[src/rtl/seq_divider_32bit.sv]
// Sequential restoring divider: one quotient bit per clock, MSB first.
// Divide-by-zero short-circuits straight to DONE with an all-ones quotient.
module seq_divider_32bit #(
  parameter int WIDTH = 32
) (
  input  logic             clk,
  input  logic             rst_n,
  input  logic             start,
  input  logic [WIDTH-1:0] dividend,
  input  logic [WIDTH-1:0] divisor,
  output logic             busy,
  output logic             done,
  output logic [WIDTH-1:0] quotient,
  output logic [WIDTH-1:0] remainder,
  output logic             div_by_zero
);
  localparam int CW = (WIDTH > 1) ? $clog2(WIDTH) : 1;

  typedef enum logic [1:0] {IDLE, RUN, DONE} state_t;

  state_t           state_q, state_d;
  logic [CW-1:0]    cnt_q, cnt_d;
  logic [WIDTH-1:0] dvs_q, dvs_d;
  logic [WIDTH-1:0] quo_q, quo_d;
  logic [WIDTH-1:0] rem_q, rem_d;
  logic             dbz_q, dbz_d;
  logic [WIDTH:0]   shifted, trial;

  // quo_q doubles as the dividend shift register: its MSB feeds the partial
  // remainder while quotient bits enter at the LSB. Since rem_q < divisor,
  // trial[WIDTH] is exactly the borrow of the subtract.
  assign shifted = {rem_q, quo_q[WIDTH-1]};
  assign trial   = shifted - {1'b0, dvs_q};

  always_comb begin
    state_d = state_q;
    cnt_d   = cnt_q;
    dvs_d   = dvs_q;
    quo_d   = quo_q;
    rem_d   = rem_q;
    dbz_d   = dbz_q;
    case (state_q)
      IDLE: begin
        if (start) begin
          dvs_d = divisor;
          cnt_d = '0;
          if (divisor == '0) begin
            quo_d   = '1;
            rem_d   = dividend;
            dbz_d   = 1'b1;
            state_d = DONE;
          end else begin
            quo_d   = dividend;
            rem_d   = '0;
            dbz_d   = 1'b0;
            state_d = RUN;
          end
        end
      end
      RUN: begin
        rem_d = trial[WIDTH] ? shifted[WIDTH-1:0] : trial[WIDTH-1:0];
        quo_d = {quo_q[WIDTH-2:0], ~trial[WIDTH]};
        if (cnt_q == CW'(WIDTH-1)) state_d = DONE;
        else                       cnt_d   = cnt_q + 1'b1;
      end
      DONE:    state_d = IDLE;
      default: state_d = IDLE;
    endcase
  end

  always_ff @(posedge clk) begin
    if (!rst_n) begin
      state_q <= IDLE;
      cnt_q   <= '0;
      dvs_q   <= '0;
      quo_q   <= '0;
      rem_q   <= '0;
      dbz_q   <= 1'b0;
    end else begin
      state_q <= state_d;
      cnt_q   <= cnt_d;
      dvs_q   <= dvs_d;
      quo_q   <= quo_d;
      rem_q   <= rem_d;
      dbz_q   <= dbz_d;
    end
  end

  assign busy        = (state_q != IDLE);
  assign done        = (state_q == DONE);
  assign quotient    = quo_q;
  assign remainder   = rem_q;
  assign div_by_zero = dbz_q;
endmodule
[config.mk]
export PLATFORM = sky130hd
export DESIGN_NAME = seq_divider_32bit
export DESIGN_NICKNAME = d
export VERILOG_FILES = /design/src/rtl/seq_divider_32bit.sv
export SDC_FILE = /design/constraint.sdc
export NUM_CORES = 1
export LEC_CHECK = 0
export CELL_PAD_IN_SITES_DETAIL_PLACEMENT = 2
export CELL_PAD_IN_SITES_GLOBAL_PLACEMENT = 2
export CORE_MARGIN = 2
export CORE_UTILIZATION = 32
export CTS_BUF_LIST = sky130_fd_sc_hd__clkbuf_8
export DETAILED_ROUTE_END_ITERATION = 7
export PLACE_DENSITY = 0.87
export SYNTH_ARGS = -nofsm -noshare
export SYNTH_HDL_FRONTEND = slang
export SYNTH_SLANG_ARGS = --single-unit
[constraint.sdc]
create_clock -name clk -period 8.6 [get_ports clk]
set_input_delay 1.29 -clock clk [delete_from_list [all_inputs] [get_ports clk]]
set_output_delay 1.29 -clock clk [all_outputs]
set_load 0.1 [all_outputs]
======== Word-level counts from Yosys, hierarchy flattened ========
Index checks and enable logic that the tools add are counted.
cells by class
  add/subtract/negate cells ............... 2
  multiply operators ...................... 0
  div/mod/pow operators ................... 0
  $lt $le $gt $ge ......................... 0
  equal/unequal tests ..................... 6
  shift-type cells ........................ 0
  multiplexer cells ....................... 15
  bitwise gates (word level) .............. 1
  reduce and logical (&&, ||, !) cells .... 8
operator list
  operator               count
  $mux W32               5
  $pmux W32 S2           2
  $sub A33 B32 Y33       1
  $logic_not A32 Y1      1
  $mux W5                2
  $pmux W5 S2            1
  $mux W2                3
  $ne A2 B2 Y1 const B   3
  $reduce_and A2 Y1      3
  $add A5 B1 Y5 const B  1
  $eq A5 B5 Y1 const B   1
  $pmux W2 S2            1
  $reduce_bool A2 Y1     2
  $reduce_and A3 Y1      1
  $eq A2 B1 Y1 const B   1
  $eq A2 B2 Y1 const B   1
  $logic_not A2 Y1       1
  $mux W1                1
  $not A1 Y1             1
storage, ports and cells
  register bits ........................... 104
  bits in latches ......................... 0
  RAM bits ................................ 0
  memory bits (read-only) ................. 0
  input port bits ......................... 67
  output and inout bits ................... 67
  word-level logic and storage cells ...... 38
  memories ................................ 0

======== Logic depth before layout (Yosys ltp) ========
Gate-level depths: netlist of run 1.
  depth after elaboration ................. 4
  gate-level depth with buffers ........... 14
  gate-level depth less buffers ........... 12

======== Worst setup path before layout of run 1 ========
OpenSTA, ideal clock, no wires.
  path kind ............................... reg-to-reg
  from .................................... register quo_q[31], in the netlist quotient[31]
  to ...................................... register rem_q[10], in the netlist remainder[10]
  library setup time ...................... 0.091 ns
  arrival ................................. 3.479 ns
  data required time ...................... 8.509 ns
  slack ................................... 5.030 ns
  stages on the path, launching flop included .. 14
  buffers on the path ..................... 1
  period minus slack after synthesis ...... 3.570 ns
  cells stage by stage .................... dfxtp_1 > inv_1 > ha_1 > fa_1 > nand2b_1 > a21oi_2 > o221ai_2 > o21ai_2 > nand2_2 > o21ai_2 > o31a_1 > clkbuf_2 > o21ai_0 > a311oi_1
between the ends
  longest elaborated chain between the ends .. 3
RTL lines
  what                    RTL line  RTL
  from (decl)             24        logic [WIDTH-1:0] quo_q, quo_d;
  from (signal assigned)  83        quo_q <= quo_d;
  $sub A33 B32 Y33        33        assign trial = shifted - {1'b0, dvs_q};
  $mux W32                61        rem_d = trial[WIDTH] ? shifted[WIDTH-1:0] : trial[WIDTH-1:0];
  $pmux W32 S2            42        case (state_q)
  to (signal assigned)    84        rem_q <= rem_d;
  to (decl)               25        logic [WIDTH-1:0] rem_q, rem_d;
No other way between the ends.
A chain may end at the register's enable or synchronous reset.

======== Worst setup path after layout of run 1 ========
  from .................................... input divisor[23]
  to ...................................... register rem_q[28], in the netlist remainder[28]
between the ends
  longest elaborated chain between the ends .. 4
RTL lines
  what               RTL line  RTL
  from (decl)        10        input logic [WIDTH-1:0] divisor,
  $logic_not A32 Y1  47        if (divisor == '0) begin
  $mux W32           47
  $mux W32           44        if (start) begin
  $pmux W32 S2       42
No other way between the ends. The select of a mux whose other input is x is not followed.

==> out/metrics.yaml, run 1 <==
pwr:
  ir_drop_mv: 0.0911
  p_per_area_nw_per_um2: 216
  pwr-share-clk_pct: 18.8
  swShare_pct: 47.4
  power.switching_uw: 870
  comb_power_share_pct: 50.7
  p_leak_nw: 3.26
  p_total_mw: 1.83
  p_int_uw: 964
  p_seq_share_pct: 30.5
critical_path:
  startpoint_type: "primary input"
  crit_arrival_ps: 4360
  worst-path-buf-inv: 2
  critPathSlowestCell: "nor4_1"
  crit_chain: "clkdlybuf4s50_1 -> nor4_1 -> nand4_1 -> nor2_2 -> buf_4 -> and3_1 -> a211oi_1 -> a311oi_1"
  required_ps: 8900
  crit_path_end_kind: "flip-flop"
  crit_family: "simple AND/OR/NAND/NOR gates"
  worstPathMaxFanout: 25
  max_stage_delay_ps: 850
  path_class: "in -> reg"
route:
  routedWlPerCell_um: 21.6
  drtIter0Drc: 421
  ant_nets: 0
  vias: 7553
  via_per_inst: 5.82
  finalWirelength_um: 28000
  drt_pass1_iterations: 5
  drc: 0
grt:
  grt-ovfl-total: 0
  grt_antenna_before_repair: 0
  grt_pass1_wl_um: 43900
  grt_max_degree: 73
  grt_pass1_vias: 8043
  grt_usage_pct: 25.0
logic_synthesis:
  netlist.area_leader.share_pct: 30.7
  synth_edf_count: 0
  syn_avg_cell_area_um2: 7.24
  ys_async_sr_fraction_pct: 0
  synth_cells: 938
  synth.area.top_cells: "dfxtp_1 31%, nand2_1 9.5%, a21oi_1 7.2%"
  synth_common_cells: "172 x nand2_1, 104 x dfxtp_1, 98 x a21oi_1"
  yosysWarnings: 0
  synth_top_flop_cell: "dfxtp_1"
  synthDistinctLibCells: 63
  synth_nets: 1040
  syn_area_um2: 6790
  synth_most_common_cell: "nand2_1"
  synth_top_cell_by_area: "dfxtp_1"
  synth-seq-cells: 104
  synth-seq-area-share_pct: 30.7
timing:
  setup_viol: 0
  maxSlewHeadroom_pct: 32.7
  period_needed_ps: 4060
  clock_skew_ps: 14.3
  fmax_mhz: 246
  hold_viol_final: 0
  slew_viol_final: 0
  worst_slew_pin_slew_ps: 1010
  tns_ps: 0
  rsz0062_at_grt: "no"
  finalCritPeriodShare_pct: 47.3
outcome:
  outcome: "complete, no violations"
floorplan:
  core_area_um2: 20900
  dieArea_um2: 22400
  die_x_um: 150
  num_rows: 53
  io_pins: 134
  die_h_um: 150
  start_util_pct: 32.5
clock_tree:
  clock-root-buffer: "clkbuf_8"
  post_cts_resize_count: 0
  cts.sinks: 104
  ctsHoldBuffers: 0
  tritoncts: "built"
  post-cts-setup-buffers: 0
  cts_made_buffers: 9
  cts_buffer_depth: 2
  clk_pin_slew_ps: 120
  worst_skew_pair.late_latency_ps: 400
  htreeDepth: 3
cells_and_area:
  area_growth_pct: 24.8
  diodes: 0
  post-route-util_pct: 40.6
  design_area_um2: 8470
  drive_gt1_share_pct: 4.89
  finalNetCount: 1119
placed_design:
  dpl.hpwl_um: 20500
  io_buffers: 133
  gp_congestion: 0.889
  place_area_um2: 8260
min_path:
  hold_path_class: "reg -> reg"
run:
  drv_cap: 0
==> path summary, 6_finish.rpt <==
path / endpoint / slack, ps / cells past startpoint / start
worst min-delay path: dvs_q[22] / 460 / 2 / dvs_q[22]
worst max-delay path: remainder[28] / 4540 / 8 / divisor[23]
worst max register to register: remainder[27] / 4890 / 13 / quotient[31]
worst min register to register: dvs_q[22] / 460 / 2 / dvs_q[22]
==> flip-flops by register name, summed over array words and instances, names as in the netlist <==
name	count
dvs_q	32
quotient	32
remainder	32
cnt_q	5
state_q	2
div_by_zero	1
==> kinds of logic (layout without fill, tap and decap cells) <==
logic type | Yosys count | count (layout) | share of synthesized area [%]
adders and majority gates | 35 | 35 | 6.56
xor gates and xnor gates | 26 | 26 | 3.35
muxes | 2 | 2 | 0.295
DFF | 104 | 104 | 30.7
buffers and inverters | 121 | 205 | 7.15
AOI/OAI and AO/OA | 302 | 302 | 29.1
and+or+nand+nor | 348 | 348 | 22.9
==> layout by cell type, fill, tap and decap left out, types with 3 or more instances in the layout <==
master           netlist  layout
nor3_1                 9       9
and2_1                 5       4
a31o_2                 3       3
nand2b_1               7       6
a22oi_1                3       3
xor2_1                 7       7
nand3_1               39      39
clkdlybuf4s50_1        0     133
nand4_1                8       8
a21oi_1               98      98
o21a_1                 8       8
ha_1                  34      34
o21ai_0               48      48
dfxtp_1              104     104
buf_4                  0      12
nand2_1              172     171
a211oi_1              11      11
nor4_1                10      10
a221oi_1              31      31
nor2_1                70      68
nor2b_1                4       3
xnor2_1               19      19
a21o_1                18      18
a31oi_1               32      32
inv_1                 43      43
and3_1                 7       7
clkbuf_8               0       9
a311oi_1              28      28
==> power by group through the flow <==
stage          sequential [mW]  clock, mW  combinational, mW
3_3_place_gp             0.569          0              0.887
5_1_grt                  0.564      0.372               1.00
6_report                 0.559      0.345              0.929
4_1_cts                  0.560      0.355              0.926
2_1_floorplan            0.736          0              0.494
3_5_place_dp             0.570          0              0.919
==> worst register-to-register path, delay by kind of cell (launching register included) <==
kind / cells / cell delay (ps)
AO/OA/AOI/OAI: 6 / 1460
AND/OR/NAND/NOR: 3 / 640
adder cells (fa/ha/maj): 2 / 620
buffers and inverters: 2 / 450
flip-flops: 1 / 440
==> routing by layer <==
layer	GRT usage [%]	vias to the layer above	part of all wire (%)
met2	45.1	178	51
met1	30.1	3796	43
met5	0	-	0
met3	3.66	53	3.0
met4	9.15	0	3.5
li1	-	3526	-
==> metrics by stage <==
step | hold WS (ps) | setup WS (ps) | cells
detailed placement | 453 | 4040 | 1281
CTS | 471 | 4470 | 1297
finish | 463 | 4540 | 1297
global route | 498 | 4440 | 1297
global placement | 442 | 4160 | 1281
floorplan | 436 | 5030 | 938
==> layout make-up <==
cell class	count	area, µm²
repair buffers	145	1420
inverters	44	165
clock buffers	9	124
well taps	275	344
flip-flops and latches	104	2080
multi-input cells	713	4250
clock inverters	7	88.8
fillers	2441	12400
Note: power is estimated with default switching activity, not from simulation.
==> run 2: changes to the inputs <==
Settings changed: CORE_UTILIZATION 32 to 30, PLACE_DENSITY 0.87 to 0.83.
Clock period 8.6 ns to 3.9 ns, I/O delays scaled along.
==> out/metrics.yaml, run 2 (synthesis results as in run 1) <==
pwr:
  p_per_area_nw_per_um2: 473  # was 216 nW/µm²
  p_int_mw: 2.15  # was 964 µW
  p_seq_share_pct: 30.5  # about the same
  p_leak_nw: 3.30  # was 3.26 nW
  power.switching_mw: 1.90  # was 870 µW
  ir_drop_mv: 0.195  # was 0.0911 mV
  pwr-share-clk_pct: 18.6  # was 18.8%
  swShare_pct: 47.0  # was 47.4%
  comb_power_share_pct: 50.9  # was 50.7%
cells_and_area:
  area_growth_pct: 26.2  # was 24.8%
  mostFrequentLayoutCells: "171 x nand2_1, 133 x clkdlybuf4s50_1, 104 x dfxtp_1"  # unchanged
  fillers: 2629  # was 2441
  finalNetCount: 1125  # was 1119
  drive_gt1_share_pct: 5.35  # was 4.89%
  diodes: 0  # unchanged
  design_area_um2: 8570  # was 8470 µm²
  layout_commonest_cell: "nand2_1"  # unchanged
timing:
  finalCritPeriodShare_pct: 90.6
  maxSlewHeadroom_pct: 31.3  # was 32.7%
  setup_viol: 0  # unchanged
  rsz0062_at_grt: "no"  # unchanged
  slew_viol_final: 0  # unchanged
  fmax_mhz: 283
  worst_slew_pin_slew_ps: 1030  # was 1010 ps
  tns_ps: 0  # unchanged
  period_needed_ps: 3530
  hold_viol_final: 0  # unchanged
  fin_ws_ps: 366  # was 4540 ps
  clock_skew_ps: 26.2  # was 14.3 ps
outcome:
  outcome: "complete, no violations"  # unchanged
critical_path:
  critPathSlowestCell: "or4_1"  # was nor4_1
  required_ps: 4200  # was 8900 ps
  path_class: "reg -> reg"  # was in -> reg
  rrSetupSlack_ps: 370  # was 4890 ps
  crit_family: "compound AO/OA/AOI/OAI gates"  # was simple AND/OR/NAND/NOR gates
  worstPathMaxFanout: 21  # was 25
  worst-path-buf-inv: 2  # unchanged
  crit_path_end_kind: "flip-flop"  # unchanged
  startpoint_type: "flip-flop"  # was primary input
  crit_arrival_ps: 3830  # was 4360 ps
  crit_chain: "inv_1 -> ha_1 -> fa_1 -> nand2b_1 -> a21oi_2 -> o221ai_2 -> o21ai_2 -> nand2_2 -> o21ai_2 -> or4_1 -> buf_12 -> nand4_1 -> a311oi_1"  # was clkdlybuf4s50_1 -> nor4_1 -> nand4_1 -> nor2_2 -> buf_4 -> and3_1 -> a211oi_1 -> a311oi_1
  crit_top_cell: "o21ai_2"
  max_stage_delay_ps: 440  # was 850 ps
clock_tree:
  tritoncts: "built"  # unchanged
  cts_buffer_depth: 2  # unchanged
  clk_pin_slew_ps: 120  # about the same
  cts_made_buffers: 9  # unchanged
  worst_skew_pair.late_latency_ps: 410  # was 400 ps
  clock-root-buffer: "clkbuf_8"  # unchanged
  cts.sinks: 104  # unchanged
  post-cts-setup-buffers: 0  # unchanged
  post_cts_resize_count: 0  # unchanged
  htreeDepth: 3  # unchanged
  ctsHoldBuffers: 0  # unchanged
floorplan:
  io_pins: 134  # unchanged
  start_util_pct: 30.3  # was 32.5%
  dieArea_um2: 23800  # was 22400 µm²
  die_x_um: 154  # was 150 µm
  core_area_um2: 22400  # was 20900 µm²
  num_rows: 55  # was 53
  die_h_um: 154  # was 150 µm
route:
  drt_pass1_iterations: 4  # was 5
  vias: 7394  # was 7553
  drtIter0Drc: 348  # was 421
  finalWirelength_um: 27300  # was 28000 µm
  routedWlPerCell_um: 20.8  # was 21.6 µm
  drc: 0  # unchanged
  ant_nets: 0  # unchanged
  via_per_inst: 5.63  # was 5.82
grt:
  grt_max_degree: 76  # was 73
  busiest_layer: "met2"  # unchanged
  grt_pass1_wl_um: 43900  # about the same
  met3_usage_pct: 2.30  # was 3.66%
  grt_pass1_vias: 7823  # was 8043
  use_met2_pct: 41.1  # was 45.1%
  grt-ovfl-total: 0  # unchanged
  grt_antenna_before_repair: 0  # unchanged
  grt_usage_pct: 23.1  # was 25.0%
  grtUsageMet1_pct: 29.3  # was 30.1%
placed_design:
  io_buffers: 133  # unchanged
  place_area_um2: 8360  # was 8260 µm²
  dpl.hpwl_um: 20100  # was 20500 µm
  pre_cts_ws_ps: 432  # was 4040 ps
  gp_congestion: 0.879  # was 0.889
min_path:
  hold_path_class: "reg -> reg"  # unchanged
run:
  drv_cap: 0  # unchanged
## run 2: cell count changes in the layout (fill, tap and decap cells not counted)
cell	change
buf_12	+3
buf_4	+3
inv_6	-2
inv_8	+2
clkinv_4	-1
clkinv_8	-1
clkinvlp_4	+1
inv_1	+1
nand2_2	-1
nand2_4	+1
## run 2: final timing paths
kind / from / depth (start not counted) / to
worst max-delay path: quotient[31] / 13 / remainder[3]
worst max register to register: quotient[31] / 13 / remainder[3]
worst min-delay path: dvs_q[24] / 2 / dvs_q[24]
worst min register to register: dvs_q[24] / 2 / dvs_q[24]
## run 2: worst min-delay path: stages, from the launching register on
cell,delay (ps)
dfxtp_1,330
nand2_1,50
a21oi_1,50
## run 2: metal layers
layer	share of wire, %	up-vias
met2	50	156
met1	45	3664
li1	-	3538
met5	0	-
met4	2.4	0
met3	2.9	36
## run 2: cell type report
cell class / instances / area [µm²] / share of cell area (%)
clock buffers: 9 / 124 / 1.45
clock inverters: 7 / 80.1 / 0.935
inverters: 44 / 165 / 1.93
multi-input cells: 713 / 4250 / 49.7
flip-flops and latches: 104 / 2080 / 24.3
well taps: 285 / 357 / 4.16
repair buffers: 151 / 1500 / 17.6
## run 2: power groups by stage
stage | registers [mW] | clock network (mW) | logic [mW]
2_1_floorplan | 1.62 | 0 | 1.09
3_3_place_gp | 1.26 | 0 | 2.00
3_5_place_dp | 1.26 | 0 | 2.05
4_1_cts | 1.24 | 0.771 | 2.07
5_1_grt | 1.25 | 0.818 | 2.23
6_report | 1.24 | 0.753 | 2.06
## run 2: through the flow
| stage | power (mW) | instances | utilization [%] | hold WS (ps) |
|---|---|---|---|---|
| finish | 4.05 | 1313 | 38.2 | 463 |
| floorplan | 2.71 | 938 | - | 436 |
| detailed placement | 3.31 | 1297 | 37.3 | 450 |
| global placement | 3.26 | 1297 | 37.3 | 442 |
| global route | 4.30 | 1313 | 38.2 | 492 |
| CTS | 4.07 | 1313 | 38.2 | 465 |
==> run 3: changes to the inputs <==
Settings changed: ABC_AREA set to 1, PLACE_DENSITY 0.83 to 0.84, SLEW_MARGIN set to 20.
==> out/metrics.yaml, run 3 <==
clock_tree:
  clk_pin_slew_ps: 120  # about the same
  clock-root-buffer: "clkbuf_8"  # unchanged
  tritoncts: "built"  # unchanged
  cts.sinks: 104  # unchanged
  worst_skew_pair.late_latency_ps: 410  # about the same
  ctsHoldBuffers: 0  # unchanged
  post_cts_resize_count: 0  # unchanged
  post-cts-setup-buffers: 0  # unchanged
  cts_buffer_depth: 2  # unchanged
  cts_made_buffers: 9  # unchanged
  htreeDepth: 3  # unchanged
timing:
  hold_ws_ps: 475  # was 463 ps
  worst_slew_pin_slew_ps: 1090  # was 1030 ps
  rsz0062_at_grt: "no"  # unchanged
  maxSlewHeadroom_pct: 26.9  # was 31.3%
  finalCritPeriodShare_pct: 75.3  # was 90.6%
  fmax_mhz: 341  # was 283 MHz
  slew_viol_final: 0  # unchanged
  period_needed_ps: 2940  # was 3530 ps
  setup_viol: 0  # unchanged
  clock_skew_ps: 15.6  # was 26.2 ps
  hold_viol_final: 0  # unchanged
  fin_ws_ps: 964  # was 366 ps
  tns_ps: 0  # unchanged
placed_design:
  io_buffers: 133  # unchanged
  pre_cts_ws_ps: 761  # was 432 ps
  gp_congestion: 0.830  # was 0.879
  dpl.hpwl_um: 25200  # was 20100 µm
pwr:
  p_leak_nw: 4.45  # was 3.30 nW
  p_per_area_nw_per_um2: 545  # was 473 nW/µm²
  ir_drop_mv: 0.214  # was 0.195 mV
  p_total_mw: 5.24  # was 4.05 mW
route:
  via_per_inst: 5.16  # was 5.63
  ant_nets: 0  # unchanged
  drtIter0Drc: 325  # was 348
  finalWirelength_um: 32000  # was 27300 µm
  drt_pass1_iterations: 5  # was 4
  vias: 8605  # was 7394
  drc: 0  # unchanged
  routedWlPerCell_um: 19.2  # was 20.8 µm
cells_and_area:
  diodes: 0  # unchanged
  area_growth_pct: 22.0  # was 26.2%
  multiInputGateArea_um2: 4740  # was 4250 µm²
  finalNetCount: 1430  # was 1125
  mostFrequentLayoutCells: "327 x nand2_1, 197 x inv_1, 132 x clkdlybuf4s50_1"  # was 171 x nand2_1, 133 x clkdlybuf4s50_1, 104 x dfxtp_1
  drive_gt1_share_pct: 9.60  # was 5.35%
  fillers: 3157  # was 2629
  seq_area_um2: 2080  # unchanged
  layout_commonest_cell: "nand2_1"  # unchanged
logic_synthesis:
  synth_top_flop_cell: "dfxtp_1"  # unchanged
  yosys.area_share.xor_xnor_pct: 1.78  # was 3.35%
  synth_nets: 1334  # was 1040
  synth_common_cells: "327 x nand2_1, 197 x inv_1, 104 x dfxtp_1"  # was 172 x nand2_1, 104 x dfxtp_1, 98 x a21oi_1
  yosys.area_share.simple_pct: 32.4  # was 22.9%
  syn_avg_cell_area_um2: 6.40  # was 7.24 µm²
  synth_top_cell_by_area: "dfxtp_1"  # unchanged
  synth-compound-area-share_pct: 20.2  # was 29.1%
  muxShareOfSynthArea_pct: 0  # was 0.295%
  synth.area.top_cells: "dfxtp_1 26%, nand2_1 16%, inv_1 9.4%"  # was dfxtp_1 31%, nand2_1 9.5%, a21oi_1 7.2%
  synth_edf_count: 0  # unchanged
  synthDistinctLibCells: 38  # was 63
  synth-seq-cells: 104  # unchanged
  netlist.area_leader.share_pct: 26.4  # was 30.7%
  syn_area_um2: 7880  # was 6790 µm²
  ys_async_sr_fraction_pct: 0  # unchanged
  synth_top_family_by_area: "simple AND/OR/NAND/NOR gates"  # was compound AO/OA/AOI/OAI gates
  synth-seq-area-share_pct: 26.4  # was 30.7%
  synth_cells: 1232  # was 938
  synthAdderAreaFrac_pct: 5.65  # was 6.56%
  synth_most_common_cell: "nand2_1"  # unchanged
  yosysWarnings: 0  # unchanged
min_path:
  min_from: "dvs_q[17]"  # was dvs_q[24]
  holdPathEnd: "dvs_q[17]"  # was dvs_q[24]
  hold_path_class: "reg -> reg"  # unchanged
  hold_depth: 2  # unchanged
grt:
  grt_max_degree: 67  # was 76
  grt_pass1_wl_um: 50800  # was 43900 µm
  grt-ovfl-total: 0  # unchanged
  grt_usage_pct: 23.0  # was 23.1%
  grt_antenna_before_repair: 0  # unchanged
  grt_pass1_vias: 9233  # was 7823
outcome:
  outcome: "complete, no violations"  # unchanged
critical_path:
  worstPathMaxFanout: 25  # was 21
  crit_arrival_ps: 3230  # was 3830 ps
  required_ps: 4190  # was 4200 ps
  startpoint_type: "flip-flop"  # unchanged
  crit_path_end_kind: "flip-flop"  # unchanged
  path_class: "reg -> reg"  # unchanged
  rr_endpoint: "remainder[6]"  # was remainder[3]
  reg2reg_depth: 17  # was 13
  r2r_start: "quotient[31]"  # unchanged
  rrSetupSlack_ps: 960  # was 370 ps
floorplan:
  io_pins: 134  # unchanged
  dieArea_um2: 27600  # was 23800 µm²
  num_rows: 59  # was 55
  core_area_um2: 25900  # was 22400 µm²
  start_util_pct: 30.4  # was 30.3%
  die_h_um: 166  # was 154 µm
  die_x_um: 166  # was 154 µm
run:
  drv_cap: 0  # unchanged
[run 3: cell count changes after synthesis, sizes merged, moves of 20 or more]
cell,before,now
o21ai,50,70
nand2,173,364
nor2,70,109
a311oi,28,0
clkbuf,66,38
nand3,39,60
inv,44,208
[run 3: cell families (layout without fill, tap and decap cells)]
logic type	after synthesis	count (layout)
simple gates	550	550
buf+inv	266	367
compound gates	261	261
flops	104	104
fa+ha+maj	35	35
xor+xnor	16	16
[run 3: worst max-delay path, cell delays in order, from the launching register on]
cell and delay, ps:
dfxtp_1 370, inv_1 70, ha_1 240, fa_1 440
inv_1 120, nand2_1 70, nand2_1 130, nand3_2 80
nand2_2 110, nand2_2 70, nand2_4 70, nand2_4 60
nand2_2 100, nand2_2 70, nand2_4 480, nand2_1 110
nand3_1 120, a21oi_1 70
[run 3: power by group]
part,leakage (nW),internal [mW],switching [mW]
logic,3.49,0.891,2.31
registers,0.858,1.18,0.135
clock network,0.100,0.248,0.476
[run 3: cell type report]
cell class / instances / share of cell area (%)
clock buffer: 9 / 1.29
clock inverter: 7 / 0.690
inverter: 210 / 8.22
multi-input combinational: 862 / 49.3
sequential: 104 / 21.7
tap: 335 / 4.36
timing repair buffer: 141 / 14.4
[run 3: worst max path at each step]
| stage | startpoint | endpoint | slack (ps) |
|---|---|---|---|
| after detailed placement | divisor[30] | remainder[0] | 760 |
| after global routing | quotient[31] | remainder[6] | 760 |
| after global placement | divisor[30] | remainder[0] | 810 |
| after CTS | quotient[31] | remainder[0] | 940 |
| after floorplan | quotient[31] | remainder[10] | 860 |
| final | quotient[31] | remainder[6] | 960 |
[run 3: metrics by stage]
| step | cell area (µm²) | cells | utilization (%) |
|---|---|---|---|
| floorplan | 7880 | 1232 | - |
| global placement | 9420 | 1652 | 36.3 |
| detailed placement | 9420 | 1652 | 36.3 |
| CTS | 9610 | 1668 | 37.1 |
| global route | 9610 | 1668 | 37.1 |
| finish | 9610 | 1668 | 37.1 |
[run 3: layer usage]
| metal | up-vias | wire, µm | track usage, % |
|---|---|---|---|
| met5 | - | 0 | 0 |
| met4 | 0 | 958 | 7.98 |
| met3 | 44 | 1120 | 3.00 |
| met2 | 165 | 15000 | 38.9 |
| met1 | 4271 | 14900 | 30.3 |
| li1 | 4125 | - | - |
